**src/rtl/connect4_pkg.sv**
```systemverilog
// Shared constants and types for the Connect-4 input path.
//   NUM_COLS      : number of board columns
//   COL_W         : width of a column index
//   col_t         : column index type
//   input_state_t : states of the move input controller
//   cursor_step() : next cursor position for one cycle of left/right presses
package connect4_pkg;

  localparam int NUM_COLS = 7;
  localparam int COL_W    = $clog2(NUM_COLS);

  typedef logic [COL_W-1:0] col_t;

  typedef enum logic [1:0] {
    IDLE    = 2'd0,
    PENDING = 2'd1,
    LOCKED  = 2'd2
  } input_state_t;

  // Wraps at both ends. Left and right in the same cycle cancel out.
  function automatic col_t cursor_step(input col_t cur, input logic left, input logic right);
    col_t nxt;
    nxt = cur;
    if (left && !right) begin
      nxt = (cur == '0) ? col_t'(NUM_COLS - 1) : cur - 1'b1;
    end else if (right && !left) begin
      nxt = (cur == col_t'(NUM_COLS - 1)) ? '0 : cur + 1'b1;
    end
    return nxt;
  endfunction

endpackage

```
**src/rtl/key_debounce.sv**
```systemverilog
// Conditions one raw active-low push button.
//   clk    : system clock
//   reset  : asynchronous, active-high
//   key_n  : raw button, low = pressed
//   press  : one-cycle pulse when the debounced level goes from released to pressed
// A level change is accepted only after the synchronized input has differed
// from the accepted level for DEBOUNCE_CYCLES consecutive cycles. Releases
// produce no pulse, so holding a button yields exactly one press.
module key_debounce
  #(parameter int DEBOUNCE_CYCLES = 50000)
  (
    input  logic clk,
    input  logic reset,
    input  logic key_n,
    output logic press
  );

  localparam int CNT_W = (DEBOUNCE_CYCLES > 1) ? $clog2(DEBOUNCE_CYCLES) : 1;
  localparam logic [CNT_W-1:0] CNT_TC = CNT_W'(DEBOUNCE_CYCLES - 1);

  logic             sync_1;
  logic             sync_2;
  logic             stable;
  logic [CNT_W-1:0] cnt;
  logic             press_q;

  always_ff @(posedge clk or posedge reset) begin
    if (reset) begin
      sync_1 <= 1'b1;
      sync_2 <= 1'b1;
    end else begin
      sync_1 <= key_n;
      sync_2 <= sync_1;
    end
  end

  // Any cycle where the input agrees with the accepted level restarts the
  // count, so glitches shorter than the window never get through.
  always_ff @(posedge clk or posedge reset) begin
    if (reset) begin
      cnt     <= '0;
      stable  <= 1'b1;
      press_q <= 1'b0;
    end else begin
      press_q <= 1'b0;
      if (sync_2 == stable) begin
        cnt <= '0;
      end else if (cnt == CNT_TC) begin
        stable  <= sync_2;
        cnt     <= '0;
        press_q <= ~sync_2;
      end else begin
        cnt <= cnt + 1'b1;
      end
    end
  end

  assign press = press_q;

endmodule

```
**src/rtl/move_input_ctrl.sv**
```systemverilog
// Player-input front end for Connect-4.
//   clk          : system clock
//   reset        : asynchronous, active-high
//   key_left_n   : raw button, move cursor left (active-low)
//   key_right_n  : raw button, move cursor right (active-low)
//   key_drop_n   : raw button, drop piece in cursor column (active-low)
//   game_over    : no further moves accepted while high
//   col_full     : bit c high = column c is full
//   move_ready   : game FSM accepts the pending move this cycle
//   move_valid   : drop request pending
//   move_col     : column of the pending request, stable while move_valid
//   cursor_col   : current cursor position
//
// state   | meaning
// --------+-----------------------------------------------------------
// IDLE    | cursor follows left/right presses, drop press issues a move
// PENDING | move_valid high, waiting for move_ready; presses discarded
// LOCKED  | game over, all presses discarded; cursor homes on exit
module move_input_ctrl
  import connect4_pkg::*;
  #(parameter int DEBOUNCE_CYCLES = 50000)
  (
    input  logic                clk,
    input  logic                reset,
    input  logic                key_left_n,
    input  logic                key_right_n,
    input  logic                key_drop_n,
    input  logic                game_over,
    input  logic [NUM_COLS-1:0] col_full,
    input  logic                move_ready,
    output logic                move_valid,
    output logic [COL_W-1:0]    move_col,
    output logic [COL_W-1:0]    cursor_col
  );

  logic press_left;
  logic press_right;
  logic press_drop;

  input_state_t state_q, state_d;
  col_t         cursor_q, cursor_d;
  col_t         move_col_q, move_col_d;
  logic         move_valid_q, move_valid_d;

  key_debounce #(.DEBOUNCE_CYCLES(DEBOUNCE_CYCLES)) u_deb_left (
    .clk   (clk),
    .reset (reset),
    .key_n (key_left_n),
    .press (press_left)
  );

  key_debounce #(.DEBOUNCE_CYCLES(DEBOUNCE_CYCLES)) u_deb_right (
    .clk   (clk),
    .reset (reset),
    .key_n (key_right_n),
    .press (press_right)
  );

  key_debounce #(.DEBOUNCE_CYCLES(DEBOUNCE_CYCLES)) u_deb_drop (
    .clk   (clk),
    .reset (reset),
    .key_n (key_drop_n),
    .press (press_drop)
  );

  always_ff @(posedge clk or posedge reset) begin
    if (reset) begin
      state_q      <= IDLE;
      cursor_q     <= '0;
      move_col_q   <= '0;
      move_valid_q <= 1'b0;
    end else begin
      state_q      <= state_d;
      cursor_q     <= cursor_d;
      move_col_q   <= move_col_d;
      move_valid_q <= move_valid_d;
    end
  end

  // Priority within a cycle: game_over, then handshake, then presses.
  always_comb begin
    state_d      = state_q;
    cursor_d     = cursor_q;
    move_col_d   = move_col_q;
    move_valid_d = move_valid_q;

    case (state_q)
      IDLE: begin
        move_valid_d = 1'b0;
        if (game_over) begin
          state_d = LOCKED;
        end else begin
          cursor_d = cursor_step(cursor_q, press_left, press_right);
          // Drop uses the pre-move cursor even if the cursor moves this cycle.
          if (press_drop && !col_full[cursor_q]) begin
            state_d      = PENDING;
            move_col_d   = cursor_q;
            move_valid_d = 1'b1;
          end
        end
      end

      PENDING: begin
        // col_full is deliberately not looked at: once issued, a request is
        // only withdrawn by game_over.
        if (game_over) begin
          state_d      = LOCKED;
          move_valid_d = 1'b0;
        end else if (move_ready) begin
          state_d      = IDLE;
          move_valid_d = 1'b0;
        end
      end

      LOCKED: begin
        move_valid_d = 1'b0;
        if (!game_over) begin
          state_d  = IDLE;
          cursor_d = '0;
        end
      end

      default: begin
        state_d      = IDLE;
        move_valid_d = 1'b0;
      end
    endcase
  end

  assign move_valid = move_valid_q;
  assign move_col   = move_col_q;
  assign cursor_col = cursor_q;

endmodule

```
**config.mk**
```make
export PLATFORM = sky130hd
export DESIGN_NAME = move_input_ctrl
export DESIGN_NICKNAME = d
export VERILOG_FILES = /design/src/rtl/connect4_pkg.sv /design/src/rtl/key_debounce.sv /design/src/rtl/move_input_ctrl.sv
export SDC_FILE = /design/constraint.sdc
export NUM_CORES = 1
export LEC_CHECK = 0
export ABC_CLOCK_PERIOD_IN_PS = 2000
export CORE_MARGIN = 2
export CORE_UTILIZATION = 62
export CTS_BUF_LIST = sky130_fd_sc_hd__clkbuf_2
export CTS_CLUSTER_SIZE = 16
export DETAILED_ROUTE_END_ITERATION = 8
export PLACE_DENSITY = 0.89
export SKIP_LAST_GASP = 1
export SYNTH_ARGS = -nofsm -noshare
export SYNTH_HDL_FRONTEND = slang
export SYNTH_HIERARCHICAL = 1
export SYNTH_SLANG_ARGS = --single-unit
```
**constraint.sdc**
```tcl
create_clock -name clk -period 2 [get_ports clk]
set_input_delay 0.4 -clock clk [delete_from_list [all_inputs] [get_ports clk]]
set_output_delay 0.4 -clock clk [all_outputs]
set_load 0.1 [all_outputs]
```
==> impl_metrics.json, run 1 <==
{
  "clk_latency_ns": 0.50,
  "wl_per_cell_um": 15.9,
  "cts_made_buffers": 9,
  "netlist_area_um2": 3840,
  "postCtsResizedCells": 0,
  "final_nets": 385,
  "status": "finished, final reports clean",
  "synthFlopType": "dfrtp_1",
  "vias": 2587,
  "worstPathMaxFanout": 15,
  "synth.area.top_cells": "dfrtp_1 39%, dfstp_2 6.2%, xnor2_1 6.2%",
  "ys_warn_count": 6,
  "netlist.area_leader.share_pct": 39.1,
  "synth_cell_types": 47,
  "worst_ir_drop_vdd_mv": 0.572,
  "worst_pin_slew_ns": 0.372,
  "n_antenna_cell": 0,
  "max-clock-path-buffers": 2,
  "nFillCells": 425,
  "pre_cts_ws_ns": -0.0139,
  "start_kind": "register",
  "period_needed_ns": 1.74,
  "whs_path_depth": 1,
  "grt_pass1_vias": 2650,
  "fin_crit_sh_pct": 87.1,
  "place_hpwl_um": 4820,
  "synthCells": 344,
  "gr-usage-all-layers_pct": 23.5,
  "synth_enable_flop_cells": 0,
  "htreeDepth": 3,
  "cts_tree": "yes",
  "seq_area_frac_synth_pct": 45.3,
  "grt_max_degree": 21,
  "dieHeight_um": 82.7,
  "cts.hold.buffers_added": 0,
  "synth-seq-cells": 69,
  "clock_skew_ns": 0.0165,
  "p_switching_w": 0.000648,
  "worstPathRequired_ns": 2.39,
  "cts_setup_buffers": 0,
  "drive_above_1_share_pct": 28.9,
  "antenna_found_initial": 0,
  "yosys.area.top_type": "dfrtp_1",
  "r2r_start": "u_deb_drop/cnt[0]",
  "seqPwrFrac_pct": 54.3,
  "crit_type": "register to register",
  "relSlewSlack_pct": 75.2,
  "setup-tns-final_ns": 0,
  "final-seq-area_um2": 1740,
  "grt.overflow.total": 0,
  "dr.first_iter.drc_count": 64,
  "fmax_mhz": 574,
  "core_area_um2": 5960,
  "syn_nets": 367,
  "arrival_ns": 2.13,
  "intPower_w": 0.00205,
  "drc_errors": 0,
  "p_per_area_nw_per_um2": 643,
  "reg2reg_slack_ns": 0.26,
  "grt_pass1_wl_um": 12000,
  "drv_cap": 0,
  "setup_violations": 0,
  "hold_class": "input port to register",
  "dieArea_um2": 6830,
  "rsz0062_at_grt": "false",
  "cp-end-kind": "register",
  "totalWireLength_um": 7020,
  "areaGrowthSynthToFinish_pct": 9.23,
  "io_pins": 21,
  "synthTopCellsByCount": "60 x dfrtp_1, 33 x nor2_2, 27 x xnor2_1",
  "combPwrFrac_pct": 7.1,
  "port_buffers": 20,
  "hold_viol_final": 0,
  "total_leakage_power_nw": 1.70,
  "syn_area_per_cell_um2": 11.2,
  "postRouteAntennaNets": 0,
  "synthArstFlopShare_pct": 100,
  "post_drt_via_cell_ratio": 5.85,
  "die_w_um": 82.7,
  "cts.clk_slew.worst_paths_ns": 0.20,
  "r2r_end": "u_deb_drop/cnt[5]",
  "clkPwrFrac_pct": 38.7,
  "row_count": 28,
  "fin_ws_ns": 0.259,
  "multi_input_area_um2": 1900,
  "switching_share_pct": 24.1,
  "clockRootBuffer": "clkbuf_2",
  "hold_end": "u_deb_left/sync_1",
  "floorplan.initialDensity_pct": 64.4,
  "place.gp.congestion": 0.878,
  "drv_slew": 0,
  "clock_sinks": 69,
  "min_from": "key_left_n",
  "r2r.worst_path.cells": 5,
  "synth.most_common_cell": "dfrtp_1",
  "dr.pass1.iters": 4
}
## cells in the final DEF, fill, tap and decap left out, drive strengths merged, types with 10 or more instances in the layout
cell type / count
xor2: 18
clkbuf: 10
dfrtp: 60
nor4: 10
buf: 11
xnor2: 27
nand2: 10
nor2: 58
nand3: 22
nand4: 21
clkdlybuf4s50: 13
inv: 11
nor4b: 11
## critical path: stages, from the launching register on
cell     delay (ns)
dfrtp_1        0.46
ha_1           0.23
and3_1         0.36
nand4_2        0.21
nand2_4        0.26
nor2_1         0.10
## kinds of logic after synthesis
| group | Yosys count | synth area share (%) |
|---|---|---|
| simple gates | 169 | 30.5 |
| xor+xnor | 45 | 10.3 |
| compound gates | 15 | 2.87 |
| flops | 69 | 45.3 |
| fa+ha+maj | 9 | 2.93 |
| mux | 9 | 3.06 |
| buf+inv | 28 | 5.12 |
## per-stage QoR
| step | cell area (um^2) | hold slack (ns) | total power (W) | util, % | std cells |
|---|---|---|---|---|---|
| 6_report | 4190 | 0.263 | 0.00269 | 70.4 | 442 |
| 5_1_grt | 4190 | 0.200 | 0.00281 | 70.4 | 442 |
| 4_1_cts | 4190 | 0.196 | 0.00273 | 70.4 | 442 |
| 3_5_place_dp | 4030 | 0.348 | 0.00168 | 67.7 | 426 |
| 3_3_place_gp | 4030 | 0.346 | 0.00167 | 67.7 | 426 |
| 2_1_floorplan | 3840 | 0.228 | 0.00161 | - | 344 |
## how the worst max path moves through the flow
| stage | start | depth (start not counted) | slack, ns | end |
|---|---|---|---|---|
| floorplan | cursor_col[1] | 5 | 0.07 | move_col[1] |
| global placement | game_over | 5 | 0.04 | move_col[2] |
| detailed placement | game_over | 5 | -0.01 | move_col[1] |
| CTS | cursor_col[1] | 1 | 0.26 | cursor_col[1] |
| global route | u_deb_left/cnt[0] | 5 | 0.15 | u_deb_left/cnt[2] |
| finish | u_deb_drop/cnt[0] | 5 | 0.26 | u_deb_drop/cnt[5] |
## metal layers
layer | vias to the layer above | routed length [um] | GRT usage (%)
met1 | 1285 | 3150 | 27.6
met3 | 8 | 215 | 8.04
met4 | 0 | 70 | 8.20
met5 | - | 0 | 0
met2 | 44 | 3580 | 40.0
li1 | 1250 | - | -
## power by group through the flow
stage	clock network [W]	registers (W)	logic, W
2_1_floorplan	0	0.00150	0.000105
3_3_place_gp	0	0.00148	0.000184
3_5_place_dp	0	0.00149	0.000190
4_1_cts	0.00108	0.00146	0.000192
5_1_grt	0.00113	0.00147	0.000210
6_report	0.00104	0.00146	0.000190
## flip-flops by register name (all words and copies together) (netlist names), 2 cells and up
name             flops
move_col             3
u_deb_left/cnt      16
state_q              2
u_deb_drop/cnt      16
cursor_col           3
u_deb_right/cnt     16
## area by class of cell
class	instances	share of cell area [%]
multi-input combinational	247	45.4
sequential	69	41.6
timing repair buffer	24	5.97
clock inverter	6	2.66
tap	75	2.24
clock buffer	10	1.19
inverter	11	0.985
No activity file was read; power rests on OpenSTA's default activity.
==> run 2, diff against run 1 <==
--- a/config.mk
+++ b/config.mk
@@ -6,7 +6,7 @@
 export NUM_CORES = 1
 export LEC_CHECK = 0
 export ABC_CLOCK_PERIOD_IN_PS = 2000
-export CORE_MARGIN = 2
+export CORE_MARGIN = 5
 export CORE_UTILIZATION = 62
 export CTS_BUF_LIST = sky130_fd_sc_hd__clkbuf_2
 export CTS_CLUSTER_SIZE = 16
==> run 2 against run 1 <==
Compared with the run above:
- die area increased by 15%
- count of clock-buffer cells in the layout unchanged
- worst hold slack got worse by 0.017 ns
- sequential cell count unchanged
- total power decreased by 14%
- non-clock buffer count unchanged
- sequential share of layout area increased by 0.72 points
- cell count unchanged
- register-to-register slack improved by 0.03 ns
- combinational power about the same
- global-route usage decreased by 3.9 points
- critical path depth decreased by 1
- largest cell class unchanged
==> impl_metrics.json, run 2 (synthesis results as in run 1) <==
{
  "vias": 2545,
  "cts_tree": "yes",
  "grt.overflow.total": 0,
  "wl_met3_um": 221,
  "rsz0062_at_grt": "false",
  "wl_per_cell_um": 15.2,
  "dieArea_um2": 7860,
  "grt_pass1_vias": 2603,
  "grt_max_degree": 21,
  "clock_sinks": 69,
  "totalWireLength_um": 6710,
  "setup_violations": 0,
  "start_kind": "register",
  "crit_type": "register to register",
  "wl_met1_um": 2980,
  "hold_class": "input port to asynchronous set/reset pin",
  "worst_pin_slew_ns": 0.433,
  "cp.depth": 4,
  "layout_commonest_cell": "dfrtp_1",
  "dr_wl_met2_um": 3430,
  "place_hpwl_um": 4930,
  "gr-usage-all-layers_pct": 19.6,
  "total_leakage_power_nw": 1.66,
  "drv_slew": 0,
  "worst_ir_drop_vdd_mv": 0.446,
  "cp-end-kind": "register",
  "slowest_stage": "dfrtp_1",
  "worstPathRequired_ns": 2.40,
  "highest_layer": "met4",
  "clockRootBuffer": "clkbuf_2",
  "dr.first_iter.drc_count": 117,
  "hold_viol_final": 0,
  "grt_pass1_wl_um": 12000,
  "drv_cap": 0,
  "core_area_um2": 5960,
  "fmax_mhz": 584,
  "cts.clk_slew.worst_paths_ns": 0.20,
  "max_stage_delay_ns": 0.52,
  "max-clock-path-buffers": 2,
  "cts_setup_buffers": 0,
  "die_w_um": 88.7,
  "place.gp.congestion": 0.830,
  "cts_made_buffers": 9,
  "fin_ws_ns": 0.289,
  "fin_crit_sh_pct": 85.6,
  "relSlewSlack_pct": 71.1,
  "setup-tns-final_ns": 0,
  "worstPathCellList": "nor4b_2 -> o311a_1 -> o311a_2 -> mux2_4",
  "layout_common_cells": "57 x dfrtp_1, 33 x nor2_2, 27 x xnor2_1",
  "cts.hold.buffers_added": 0,
  "io_pins": 21,
  "n_antenna_cell": 0,
  "port_buffers": 20,
  "largestRegisters": "u_deb_drop/cnt: 16 flops, u_deb_left/cnt: 16 flops, u_deb_right/cnt: 16 flops",
  "postCtsResizedCells": 0,
  "cp_num_buf_inv": 0,
  "arrival_ns": 2.11,
  "htreeDepth": 3,
  "clock_skew_ns": 0.0289,
  "path_delay_family": "flip-flops",
  "clk_latency_ns": 0.48,
  "post_drt_via_cell_ratio": 5.76,
  "antenna_found_initial": 0,
  "dr.pass1.iters": 4,
  "drive_above_1_share_pct": 28.9,
  "row_count": 28,
  "drc_errors": 0,
  "areaGrowthSynthToFinish_pct": 7.37,
  "status": "finished, final reports clean",
  "p_per_area_nw_per_um2": 560,
  "pre_cts_ws_ns": -0.0216,
  "postRouteAntennaNets": 0,
  "final_nets": 385,
  "worstPathMaxFanout": 8,
  "dieHeight_um": 88.7,
  "r2r.worst_path.cells": 4,
  "period_needed_ns": 1.71,
  "floorplan.initialDensity_pct": 64.4
}
-- run 2: final timing paths --
| check | start | to | slack, ns |
|---|---|---|---|
| worst max register to register | state_q[1] | move_col[2] | 0.29 |
| min in group clk | key_left_n | u_deb_left/sync_1 | 0.32 |
| max in group asynchronous | reset | u_deb_left/cnt[7] | 1.21 |
| worst max-delay path | state_q[1] | move_col[2] | 0.29 |
| worst min register to register | u_deb_right/sync_1 | u_deb_right/sync_2 | 0.33 |
| worst min-delay path | reset | state_q[1] | 0.25 |
-- run 2: final cells by class --
class	count	area, um^2
Clock buffer	10	50.0
Multi-Input combinational cell	247	1900
Tap cell	75	93.8
Clock inverter	6	40.0
Sequential cell	69	1740
Fill cell	432	1840
Inverter	11	41.3
Timing Repair Buffer	24	250
-- run 2: power breakdown --
| part | total (W) | switching (W) | internal, W |
|---|---|---|---|
| sequential | 0.00146 | 0.0000349 | 0.00143 |
| combinational | 0.000190 | 0.000115 | 0.0000749 |
| clock | 0.000655 | 0.000493 | 0.000162 |
| total | 0.00231 | 0.000643 | 0.00166 |
-- run 2: per-stage QoR --
stage	power (W)	cells	hold WS [ns]	utilization (%)	area [um^2]
2_1_floorplan	0.00161	344	0.228	-	3840
3_3_place_gp	0.00167	426	0.346	67.7	4030
3_5_place_dp	0.00168	426	0.347	67.7	4030
4_1_cts	0.00234	442	0.214	69.2	4120
5_1_grt	0.00243	442	0.206	69.2	4120
6_report	0.00231	442	0.246	69.2	4120
-- run 2: per-layer routing --
layer	GRT usage, %	vias to the layer above
met4	6.18	0
li1	-	1244
met5	0	-
met3	5.59	8
met2	33.5	40
met1	23.9	1253
-- run 2: worst register-to-register path, stage by stage, from the launching register on --
cell	delay, ns
dfrtp_1	0.52
nor4b_2	0.31
o311a_1	0.25
o311a_2	0.24
mux2_4	0.30
==> run 3, diff against run 2 <==
==> constraint.sdc (replaced) <==
create_clock -name clk -period 2 [get_ports clk]
set_input_delay 0.4 -clock clk [delete_from_list [all_inputs] [get_ports clk]]
set_output_delay 0.4 -clock clk [all_outputs]
set_load 0.02 [all_outputs]
==> run 3 against run 2 <==
Compared with the run above:
- worst setup slack lost 0.22 ns
- critical path depth decreased by 3
- clock power rose by 41%
- sequential power hardly changed
- final area rose by 1.1%
- total power grew 11%
- routed wire length increased by 2.0%
- non-clock buffer count grew 3
- register-to-register slack got worse by 0.04 ns
- critical endpoint is now cursor_col[0]
- largest cell class unchanged
- highest routed layer unchanged
==> impl_metrics.json, run 3 (synthesis results as in run 1) <==
{
  "relSlewSlack_pct": 73.1,
  "post-place-cells": 426,
  "row_count": 28,
  "dr.pass1.iters": 4,
  "total_leakage_power_nw": 1.68,
  "n_antenna_cell": 0,
  "post_drt_via_cell_ratio": 5.75,
  "cts_tree": "yes",
  "cp-end-kind": "output pin",
  "grt_pass1_vias": 2648,
  "worst_pin_slew_ns": 0.399,
  "floorplan.initialDensity_pct": 64.4,
  "wl_per_cell_um": 15.4,
  "cts_made_buffers": 9,
  "pre_cts_ws_ns": -0.0395,
  "final_nets": 388,
  "vias": 2559,
  "clock_skew_ns": 0.0224,
  "clock_sinks": 69,
  "max_stage_delay_ns": 0.61,
  "setup-tns-final_ns": 0,
  "hold_class": "input port to asynchronous set/reset pin",
  "rsz0062_at_grt": "false",
  "grt_pass1_wl_um": 12000,
  "postRouteAntennaNets": 0,
  "arrival_ns": 1.53,
  "worstPathRequired_ns": 1.60,
  "areaGrowthSynthToFinish_pct": 8.58,
  "setup_violations": 0,
  "dieArea_um2": 7860,
  "drive_above_1_share_pct": 27.0,
  "grt.overflow.total": 0,
  "cp.depth": 1,
  "busiest_layer": "met2",
  "port_buffers": 20,
  "place_hpwl_um": 4620,
  "cts.hold.buffers_added": 0,
  "status": "finished, final reports clean",
  "gr-usage-met1_pct": 25.4,
  "place.gp.congestion": 0.826,
  "hold_ws_ns": 0.242,
  "drv_slew": 0,
  "worstPathMaxFanout": 2,
  "path_delay_family": "buffers and inverters",
  "htreeDepth": 3,
  "finalNonFillerCells": 445,
  "p_per_area_nw_per_um2": 612,
  "worst_ir_drop_vdd_mv": 0.552,
  "slowest_stage": "clkdlybuf4s50_1",
  "core_area_um2": 5960,
  "grtUsageMet2_pct": 31.6,
  "fmax_mhz": 517,
  "start_kind": "register",
  "clk_latency_ns": 0.49,
  "r2r.worst_path.cells": 4,
  "crit_type": "register to output pin",
  "cts.clk_slew.worst_paths_ns": 0.21,
  "met3_usage_pct": 3.45,
  "layout_commonest_cell": "dfrtp_1",
  "drc_errors": 0,
  "layout_common_cells": "57 x dfrtp_1, 33 x nor2_2, 27 x xnor2_1",
  "period_needed_ns": 1.93,
  "dieHeight_um": 88.7,
  "fin_crit_sh_pct": 96.6,
  "fin_util_pct": 70.0,
  "antenna_found_initial": 0,
  "clockRootBuffer": "clkbuf_2",
  "hold_viol_final": 0,
  "dr.first_iter.drc_count": 98,
  "die_w_um": 88.7,
  "cp_num_buf_inv": 1,
  "fin_ws_ns": 0.0675,
  "io_pins": 21,
  "largestRegisters": "u_deb_drop/cnt: 16 flops, u_deb_left/cnt: 16 flops, u_deb_right/cnt: 16 flops",
  "grt_max_degree": 21,
  "drv_cap": 0,
  "gr-usage-all-layers_pct": 19.4,
  "max-clock-path-buffers": 2,
  "worstPathCellList": "clkdlybuf4s50_1",
  "totalWireLength_um": 6850
}
-- run 3: cell count changes in the layout (fill, tap and decap cells not counted) --
cell and delta:
clkinv_1 +2, clkinvlp_4 -3, bufinv_16 +2, clkbuf_2 -1
buf_12 -3, clkinv_2 -1, inv_6 +1, buf_4 -1
clkdlybuf4s50_1 +7
-- run 3: worst paths after layout --
check / from / end / slack [ns]
min in group clk: key_left_n / u_deb_left/sync_1 / 0.30
max in group asynchronous: reset / u_deb_drop/cnt[14] / 1.24
setup reg to reg: state_q[1] / move_col[2] / 0.25
hold reg to reg: u_deb_drop/sync_1 / u_deb_drop/sync_2 / 0.37
hold / removal: reset / cursor_col[1] / 0.24
setup / recovery: cursor_col[0] / cursor_col[0] / 0.07
-- run 3: routing by layer --
metal | up-vias | part of all wire [%]
met5 | - | 0
met4 | 0 | 1.6
met3 | 12 | 3.3
met2 | 44 | 50
met1 | 1250 | 46
li1 | 1253 | -
-- run 3: area by class of cell --
| class | count | area, um^2 |
|---|---|---|
| multi-input cells | 247 | 1900 |
| fillers | 422 | 1790 |
| flip-flops and latches | 69 | 1740 |
| repair buffers | 27 | 253 |
| well taps | 75 | 93.8 |
| clock inverters | 7 | 88.8 |
| clock buffers | 9 | 45.0 |
| inverters | 11 | 41.3 |
-- run 3: power by group --
| group | total, W | internal, W | switching, W | leakage (nW) |
|---|---|---|---|---|
| Combinational | 0.000173 | 0.0000720 | 0.000101 | 0.685 |
| Clock | 0.000923 | 0.000408 | 0.000515 | 0.0774 |
| Sequential | 0.00145 | 0.00143 | 0.0000266 | 0.917 |
-- run 3: metrics by stage --
step | power (W) | area, um^2
after floorplan | 0.00158 | 3840
after global routing | 0.00265 | 4170
final | 0.00255 | 4170
after CTS | 0.00257 | 4170
after global placement | 0.00164 | 4010
after detailed placement | 0.00164 | 4010
-- run 3: repair_timing --
action,CTS,global route
setup endpoints to repair,3,0
setup buffers,3,0
endpoints found under the hold margin,0,0
gates resized for setup,3,0
